==> config.mk <==
export PLATFORM = sky130hd
export DESIGN_NAME = pulse_delay_gen_flat
export DESIGN_NICKNAME = d
export VERILOG_FILES = /design/src/rtl/pulse_delay_gen_if.sv /design/src/rtl/pulse_delay_gen.sv /design/src/flat_wrapper.sv
export SDC_FILE = /design/constraint.sdc
export NUM_CORES = 1
export LEC_CHECK = 0
export CAP_MARGIN = 20
export CORE_AREA = 2 2 63 59
export DETAILED_ROUTE_END_ITERATION = 10
export DIE_AREA = 0 0 65 61
export PLACE_DENSITY_LB_ADDON = 0.1
export REMOVE_ABC_BUFFERS = 1
export SYNTH_ARGS = -nofsm -noshare
export SYNTH_HDL_FRONTEND = slang
export SYNTH_SLANG_ARGS = --single-unit
==> constraint.sdc <==
create_clock -name CLK -period 1.5 [get_ports CLK]
set_input_delay 0.45 -clock CLK [delete_from_list [all_inputs] [get_ports CLK]]
set_output_delay 0.45 -clock CLK [all_outputs]
set_load 0.01 [all_outputs]
==> src/rtl/pulse_delay_gen_if.sv <==
// pulse_delay_gen_if: control/status bundle between a delay-generator user and pulse_delay_gen
interface pulse_delay_gen_if #(
  parameter int COARSE_BIT = 4,
  parameter int FINE_BIT   = 4
);
  logic                         LOAD;
  logic [COARSE_BIT+FINE_BIT-1:0] TIME;
  logic                         START;
  logic                         ABORT;
  logic                         PULSE;
  logic [FINE_BIT-1:0]          FINE_SEL;
  logic                         BUSY;
  logic                         ARMED_O;
  logic                         DONE;
  logic [7:0]                   MISSED;
  modport master (output LOAD, TIME, START, ABORT, input PULSE, FINE_SEL, BUSY, ARMED_O, DONE, MISSED);
  modport slave  (input LOAD, TIME, START, ABORT, output PULSE, FINE_SEL, BUSY, ARMED_O, DONE, MISSED);
endinterface

==> src/rtl/pulse_delay_gen.sv <==
// pulse_delay_gen: emits PULSE a loaded number of clocks after a START rise, fine tap select on FINE_SEL
module pulse_delay_gen #(
  parameter int COARSE_BIT  = 4,
  parameter int FINE_BIT    = 4,
  parameter int PULSE_WIDTH = 2,
  parameter int REARM       = 0
) (
  input logic CLK,
  input logic RST,
  pulse_delay_gen_if.slave bus
);
  localparam int TW = COARSE_BIT + FINE_BIT;
  localparam int WW = $clog2(PULSE_WIDTH + 1);
  typedef enum logic [1:0] {IDLE, ARMED, COUNT, FIRE} state_t;
  state_t state, state_n;
  logic [TW-1:0] tim, tim_n;
  logic [COARSE_BIT-1:0] cnt, cnt_n, coarse;
  logic [WW-1:0] wcnt, wcnt_n;
  logic pulse, pulse_n, done, done_n, start_d, rise, busy;
  logic [7:0] missed, missed_n;
  assign coarse = tim[TW-1:FINE_BIT];
  assign rise = bus.START & ~start_d;
  assign busy = (state == COUNT) || (state == FIRE);
  always_comb begin
    state_n  = state;
    tim_n    = tim;
    cnt_n    = cnt;
    wcnt_n   = wcnt;
    pulse_n  = pulse;
    done_n   = 1'b0;
    missed_n = (rise && busy && missed != 8'hFF) ? missed + 8'd1 : missed;
    if (bus.ABORT) begin
      state_n = IDLE;
      pulse_n = 1'b0;
    end else begin
      case (state)
        IDLE: if (bus.LOAD) begin
          tim_n   = bus.TIME;
          state_n = ARMED;
        end
        ARMED: if (rise) begin
          state_n = COUNT;
          cnt_n   = '0;
        end else if (bus.LOAD) tim_n = bus.TIME;
        COUNT: if (cnt == coarse) begin
          state_n = FIRE;
          pulse_n = 1'b1;
          wcnt_n  = WW'(1);
        end else cnt_n = cnt + 1'b1;
        FIRE: if (wcnt == WW'(PULSE_WIDTH)) begin
          pulse_n = 1'b0;
          done_n  = 1'b1;
          state_n = IDLE;
          if (REARM != 0) state_n = ARMED;
        end else wcnt_n = wcnt + 1'b1;
        default: state_n = IDLE;
      endcase
    end
  end
  always_ff @(posedge CLK or posedge RST) begin
    if (RST) begin
      state   <= IDLE;
      tim     <= '0;
      cnt     <= '0;
      wcnt    <= '0;
      pulse   <= 1'b0;
      done    <= 1'b0;
      missed  <= '0;
      start_d <= 1'b0;
    end else begin
      state   <= state_n;
      tim     <= tim_n;
      cnt     <= cnt_n;
      wcnt    <= wcnt_n;
      pulse   <= pulse_n;
      done    <= done_n;
      missed  <= missed_n;
      start_d <= bus.START;
    end
  end
  assign bus.PULSE    = pulse;
  assign bus.DONE     = done;
  assign bus.FINE_SEL = tim[FINE_BIT-1:0];
  assign bus.BUSY     = busy;
  assign bus.ARMED_O  = (state == ARMED);
  assign bus.MISSED   = missed;
endmodule

==> src/flat_wrapper.sv <==
// flat-port wrapper written by rule: the top's interface ports become plain ports
module pulse_delay_gen_flat 
#(
  parameter int COARSE_BIT  = 4,
  parameter int FINE_BIT    = 4,
  parameter int PULSE_WIDTH = 2,
  parameter int REARM       = 0
)
  (CLK, RST, bus_LOAD, bus_TIME, bus_START, bus_ABORT, bus_PULSE, bus_FINE_SEL, bus_BUSY, bus_ARMED_O, bus_DONE, bus_MISSED);
  pulse_delay_gen_if #(.COARSE_BIT(COARSE_BIT), .FINE_BIT(FINE_BIT)) bus_i ();
  input logic CLK;
  input logic RST;
  input wire logic [$bits(bus_i.LOAD)-1:0] bus_LOAD;
  input wire logic [$bits(bus_i.TIME)-1:0] bus_TIME;
  input wire logic [$bits(bus_i.START)-1:0] bus_START;
  input wire logic [$bits(bus_i.ABORT)-1:0] bus_ABORT;
  output wire logic [$bits(bus_i.PULSE)-1:0] bus_PULSE;
  output wire logic [$bits(bus_i.FINE_SEL)-1:0] bus_FINE_SEL;
  output wire logic [$bits(bus_i.BUSY)-1:0] bus_BUSY;
  output wire logic [$bits(bus_i.ARMED_O)-1:0] bus_ARMED_O;
  output wire logic [$bits(bus_i.DONE)-1:0] bus_DONE;
  output wire logic [$bits(bus_i.MISSED)-1:0] bus_MISSED;
  assign bus_i.LOAD = bus_LOAD;
  assign bus_i.TIME = bus_TIME;
  assign bus_i.START = bus_START;
  assign bus_i.ABORT = bus_ABORT;
  assign bus_PULSE = bus_i.PULSE;
  assign bus_FINE_SEL = bus_i.FINE_SEL;
  assign bus_BUSY = bus_i.BUSY;
  assign bus_ARMED_O = bus_i.ARMED_O;
  assign bus_DONE = bus_i.DONE;
  assign bus_MISSED = bus_i.MISSED;
  pulse_delay_gen #(.COARSE_BIT(COARSE_BIT), .FINE_BIT(FINE_BIT), .PULSE_WIDTH(PULSE_WIDTH), .REARM(REARM)) u_core (.CLK(CLK), .RST(RST), .bus(bus_i));
endmodule
Word-level counts from Yosys, hierarchy flattened
Cells that the tools add are included.
- output and inout bits: 16
- input bits: 13
- bits in registers: 27
- reduce and logical (&&, ||, !) cells: 13
- bitwise gates (word level): 3
- mux-type cells: 22
- equality and inequality tests: 15
- add/subtract/negate cells: 3
- operators with widths (operator ; count):
    $mux W8 ; 2
    $pmux W8 S2 ; 1
    $mux W2 ; 7
    $reduce_and A4 Y1 ; 3
    $ne A3 B3 Y1 const B ; 3
    $add A8 B1 Y8 const B ; 1
    $mux W4 ; 2
    $ne A2 B2 Y1 const B ; 4
    $ne A8 B8 Y1 const B ; 1
    $pmux W2 S4 ; 1
    $pmux W4 S2 ; 1
    $eq A2 B2 Y1 const B ; 3
    $mux W1 ; 6
    $reduce_and A3 Y1 ; 2
    $reduce_bool A2 Y1 ; 3
    $add A4 B1 Y4 const B ; 1
    $eq A4 B4 Y1 ; 1
    $pmux W2 S2 ; 1
    $ne A3 B2 Y1 const B ; 1
    $reduce_bool A3 Y1 ; 1
    $add A2 B1 Y2 const B ; 1
    $eq A2 B1 Y1 const B ; 1
    $logic_and A1 B1 Y1 ; 2
    $logic_not A2 Y1 ; 1
    other kinds (5) ; 6

Logic depth before layout (Yosys ltp)
Gate-level depths: netlist (run 1).
- depth after elaboration: 5
- depth in mapped cells: 6
- depth with buffers taken out: 6

Least setup slack after synthesis (run 1)
Ideal clock, no wire load.
- path type: register to register
- start point: register u_core.state[1]
- end point: register u_core.tim[0]
- cell stages (with the launch flop): 6
- required time: 1375 ps
- path slack: -205 ps
- arrival time: 1580 ps
- path buffers: 0
- cells stage by stage: dfrtp_1 > inv_1 > ha_1 > mux2i_1 > nor3_4 > mux2_2
- word-level cells in the longest chain between the ends: 3
- elaborated cells between the ends (all ways): 6
- ends and longest elaborated chain (element ; line ; source):
    start, declared ; pulse_delay_gen.sv:15 ; state_t state, state_n;
    start signal, assigned ; pulse_delay_gen.sv:71 ; state <= state_n;
    $eq A2 B1 Y1 (*) ; n/a ;
    named net bus_ARMED_O ; flat_wrapper.sv:20 ; output wire logic [$bits(bus_i.ARMED_O)-1:0] bus_ARMED_O;
    $ne A2 B2 Y1 (no source line) or $reduce_bool A2 Y1 (tied branches) ; n/a ;
    $reduce_and A3 Y1 (no source line) ; n/a ;
    end signal, assigned ; pulse_delay_gen.sv:72 ; tim <= tim_n;
    end, declared ; pulse_delay_gen.sv:16 ; logic [TW-1:0] tim, tim_n;
The timed path passes the listed nets; every way through them passes the cells marked *.
A chain may end at the register's enable or synchronous reset.

Worst setup path after layout (run 1)
- start point: register u_core.state[1]
- end point: output bus_BUSY
- word-level cells in the longest chain between the ends: 2
- elaborated cells between the ends (all ways): 3
- ends and longest elaborated chain (element ; line ; source):
    $eq A2 B2 Y1 ; pulse_delay_gen.sv:23 ; assign busy = (state == COUNT) || (state == FIRE);
    $logic_or A1 B1 Y1 (*) ; pulse_delay_gen.sv:23 ;
    end, declared ; flat_wrapper.sv:19 ; output wire logic [$bits(bus_i.BUSY)-1:0] bus_BUSY;
Every way passes the cells marked *; elsewhere a longest branch is shown, timed or not.

==> results of run 1 <==
==> cells by family after synthesis <==
kind of cell,after synthesis,synth area share
buf+inv,18,0.0576
compound gates,21,0.108
xor+xnor,11,0.0714
mux,11,0.0834
fa+ha+maj,8,0.0688
flops,27,0.464
simple gates,34,0.146
==> sequential cells by signal (all words and copies together), names as in the netlist <==
name	flops
u_core.bus.MISSED	8
u_core.state	2
u_core.cnt	4
u_core.wcnt	2
u_core.tim	8
u_core.start_d	1
u_core.bus.DONE	1
u_core.bus.PULSE	1
==> cell type report <==
type                    count  area (sq um)
well taps                  44          55.1
repair buffers             65           562
clock buffers               4          45.0
flip-flops and latches     27           676
multi-input cells          85           858
fillers                   259          1030
inverters                  12          50.0
==> path summary, 6_finish.rpt <==
kind | to
worst max-delay path | bus_BUSY
worst max register to register | u_core.bus.MISSED[1]
max in group asynchronous | u_core.bus.MISSED[1]
worst min register to register | u_core.tim[1]
worst min-delay path | u_core.cnt[3]
min in group CLK | u_core.tim[1]
==> critical path, stage by stage, from the launching register on <==
cell	delay (ns)
dfrtp_1	0.45
ha_2	0.22
or2_4	0.23
buf_6	0.12
==> where the power goes <==
| group | leakage [nW] | switching (mW) | internal, mW | total (mW) |
|---|---|---|---|---|
| combinational | 0.709 | 0.902 | 1.08 | 1.98 |
| sequential | 0.348 | 0.197 | 0.953 | 1.15 |
| clock | 0.0228 | 0.222 | 0.190 | 0.412 |
| total | 1.08 | 1.32 | 2.22 | 3.54 |
==> timing repair <==
item	in CTS	in global routing
endpoints found under the setup margin	41	29
hold endpoints to repair	0	0
buffers inserted	7	6
gates resized for setup	48	23
pin swaps	3	13
==> layer usage <==
metal  track usage  part of all wire  up-vias
met5             0                 0        -
li1              -                 -      584
met2         0.318              0.54       24
met3        0.0390             0.037        5
met1         0.227              0.42      597
met4        0.0456             0.011        0
==> metrics by stage <==
step / total power [mW] / instance area, sq um
floorplan: 1.95 / 1420
global placement: 2.64 / 1940
detailed placement: 2.70 / 1940
CTS: 3.19 / 2100
global route: 3.79 / 2250
finish: 3.54 / 2250
==> placed cells by master (no fill, tap or decap), types with 2 or more instances in the layout <==
cell,netlist,layout
buf_6,0,5
clkdlybuf4s50_1,0,10
a221o_2,2,2
buf_4,4,31
nor2_1,5,5
clkbuf_8,0,3
inv_2,0,2
a21oi_1,4,2
ha_1,8,4
xnor2_2,1,4
dfrtp_1,27,27
clkbuf_2,0,2
nand2_1,6,6
nor3_1,3,2
a21o_1,2,2
mux2_2,9,9
o211ai_1,3,3
dlygate4sd2_1,0,14
ha_4,0,3
o21ai_1,0,3
nand4_1,3,3
xor2_1,6,6
nand3_1,4,3
inv_1,12,9
==> reports/metrics.cfg, run 1 <==
[floorplanning]
fp.dieW_um=65
boundaryPins=29
fp-row-count=20
initial_core_util=0.444
dieHeight_um=61
die-area_sq_um=3970
core_area_sq_um=3280

[setup_path]
cp-start-kind=register
path_class=register to primary output
end_kind=primary output
r2r-start=u_core.state[1]
crit_fanout=3
crit_start=u_core.state[1]
reg2reg_depth=6
ff2ff_setup_slack_ns=-0.22
required_ns=1.05
cp.arrival_ns=1.29

[clocking]
cts_made_buffers=3
clockBufferDepth=2
clock_sinks=27
cts_max_level=1
hold_buffers=0
clk_latency_ns=0.28
cts_root_buf=clkbuf_8
clk_pin_slew_ns=0.09
cts_tree=built

[global_route]
gr-usage-all-layers=0.180
antenna_found_initial=0
grt_pass1_vias=1135
grt_max_degree=17
grt_pass1_wl_mm=5.35
grt_remaining_overflow=0

[power]
peakVddDrop_v=0.000965
power_density_nw_per_um2=1580
leakage_nw=1.08

[flow_run]
cap_violations=0

[placement]
hpwl_mm=2.24
placed_cells=220
place_ws_ns=-0.493
gp_congestion=0.739
numPortBuffers=28

[synth]
synth-async-reset-ratio=1.00
synth.most_common_cell=dfrtp_1
synth_edf_count=0
avgSynthCellArea_sq_um=11.2
yosysWarningCount=0
yosysTopAreaCell=dfrtp_1
synth-seq-cells=27
synth_common_cells=dfrtp_1 (27), inv_1 (12), mux2_2 (9), ha_1 (8)
syn_inst=130
ys_top_cells_by_area=dfrtp_1 (46%), mux2_2 (7.0%), ha_1 (6.9%)
ys_seq_area_frac=0.464
synth_cell_types=39
yosysTopAreaCellShare=0.464
syn_area_sq_um=1460
ys.flop_type=dfrtp_1

[finish]
fin_cells=237
final_nets=215
area_growth_pct=54.3
antenna_cells=0
final_util=0.685
drive_above_1_share=0.430

[sta]
fin_crit_ns=1.74
slew_headroom=0.764
rsz0062_at_grt=yes
whs_ns=0.470
fin_tns_setup_ns=-3.97
fmax_mhz=574
hold_viol_final=0
drv_slew=0
skew_ns=0.0114
worst_slack_ns=-0.243
fin_crit_sh=1.16
tightest_slew_ns=0.354
setup_viol=27

[status]
status=finished, violations left
violations=setup timing

[drt]
dr.pass1.iters=4
first_iter_violations=53
routedWlPerCell_um=14.2
ant_nets=0
drc=0
viasPerCell=5.11
vias=1210
wirelength_mm=3.37

[hold_path]
hold_class=input pin to async pin

(Power assumes the default switching activity.)
==> run 2, diff against run 1 <==
Settings changed: TNS_END_PERCENT from default to 10.
==> run 2 against run 1 <==
The flow still finishes with violations (setup timing); clock power about the same; core utilization down 4.7 points; register-to-register slack about the same; power down 8.7%; clock skew down 0.0012 ns; cell count down 4.6%; largest power group unchanged; highest routed layer unchanged.
==> reports/metrics.cfg, run 2 (synthesized netlist as in run 1, its figures left out) <==
[status]
status=finished, violations left
violations=setup timing

[placement]
gp_congestion=0.739
placedInstanceArea_sq_um=1940
placed_cells=220
hpwl_mm=2.24
numPortBuffers=28

[global_route]
grt_max_degree=17
antenna_found_initial=0
gr-usage-all-layers=0.172
grt_pass1_wl_mm=5.12
grt_pass1_vias=1111
grt_remaining_overflow=0

[power]
fin_total_pwr_mw=3.23
power_density_nw_per_um2=1550
leakage_nw=0.988
peakVddDrop_v=0.000905

[drt]
viasPerCell=5.08
vias=1148
routedWlPerCell_um=13.3
drc=0
wirelength_mm=3.02
dr.pass1.iters=4
ant_nets=0
first_iter_violations=42

[clocking]
clock_sinks=27
clk_latency_ns=0.27
hold_buffers=0
cts_tree=built
cts_root_buf=clkbuf_8
cts_max_level=1
clk_pin_slew_ns=0.09
cts_made_buffers=3
clockBufferDepth=2

[finish]
mostFrequentLayoutCells=dfrtp_1 (27), buf_4 (23), dlygate4sd2_1 (13)
fin_cells=226
final_common_cell=dfrtp_1
final_nets=204
antenna_cells=0
area_growth_pct=43.7
fillCellCount=279
drive_above_1_share=0.368
final_util=0.638
final_area_sq_um=2090

[setup_path]
cpMaxStageDelayCell=dfrtp_1
path_class=register to primary output
crit_start=u_core.state[1]
required_ns=1.05
end_kind=primary output
cp.arrival_ns=1.29
crit_chain=ha_2 > or2_4 > buf_6
r2r-start=u_core.state[1]
crit_fanout=3
max_stage_delay_ns=0.44
cp-start-kind=register

[sta]
fmax_mhz=576
fin_crit_ns=1.74
tightest_slew_ns=0.341
slew_headroom=0.773
worst_slack_ns=-0.236
setup_viol=23
fin_crit_sh=1.16
hold_viol_final=0
drv_slew=0
skew_ns=0.0102
rsz0062_at_grt=yes

[floorplanning]
dieHeight_um=61
core_area_sq_um=3280
die-area_sq_um=3970
initial_core_util=0.444
fp-row-count=20
boundaryPins=29
fp.dieW_um=65

[hold_path]
hold_class=input pin to async pin

[flow_run]
cap_violations=0

run 2: layout make-up:
class / count / area, sq um / share of cell area
Inverter: 12 / 45.0 / 0.0215
Clock buffer: 4 / 45.0 / 0.0215
Multi-Input combinational cell: 85 / 805 / 0.385
Sequential cell: 27 / 676 / 0.323
Tap cell: 44 / 55.1 / 0.0263
Timing Repair Buffer: 54 / 465 / 0.223
run 2: report_power, final:
group | switching [mW] | internal [mW]
Clock | 0.219 | 0.190
Sequential | 0.191 | 0.953
Combinational | 0.763 | 0.919
run 2: path summary, 6_finish.rpt:
path	to	slack, ns	cells past startpoint
setup / recovery	bus_BUSY	-0.24	3
hold / removal	u_core.cnt[3]	0.47	3
setup reg to reg	u_core.bus.MISSED[1]	-0.21	6
hold reg to reg	u_core.bus.MISSED[7]	0.51	1
max in group asynchronous	u_core.bus.MISSED[1]	0.80	3
min in group CLK	u_core.bus.MISSED[7]	0.51	1
run 2: stage by stage:
step | setup TNS, ns | hold WS [ns] | setup slack, ns
finish | -2.78 | 0.473 | -0.236
global route | -4.36 | 0.484 | -0.271
detailed placement | -9.77 | 0.485 | -0.493
global placement | -9.00 | 0.482 | -0.446
floorplan | -3.13 | 0.451 | -0.236
CTS | -2.84 | 0.477 | -0.233
run 2: worst max-delay path: cells and delay by family, from the launching register on:
family	cells	cell delay, ns
DFF	1	0.44
and+or+nand+nor	1	0.25
adders and majority gates	1	0.20
buffers and inverters	1	0.12
run 2: per-layer routing:
| layer | wire length [um] | share of wire | global-route usage |
|---|---|---|---|
| met5 | 0 | 0 | 0 |
| met4 | 16 | 0.0053 | 0.0456 |
| met3 | 126 | 0.042 | 0.0390 |
| met2 | 1540 | 0.51 | 0.300 |
| met1 | 1330 | 0.44 | 0.220 |
run 2: timing repair:
item / 4_1_cts / 5_1_grt
setup buffers: 1 / 1
pin swaps: 3 / 4
endpoints found under the setup margin: 41 / 30
cloned: 0 / 0
gates resized for setup: 42 / 14
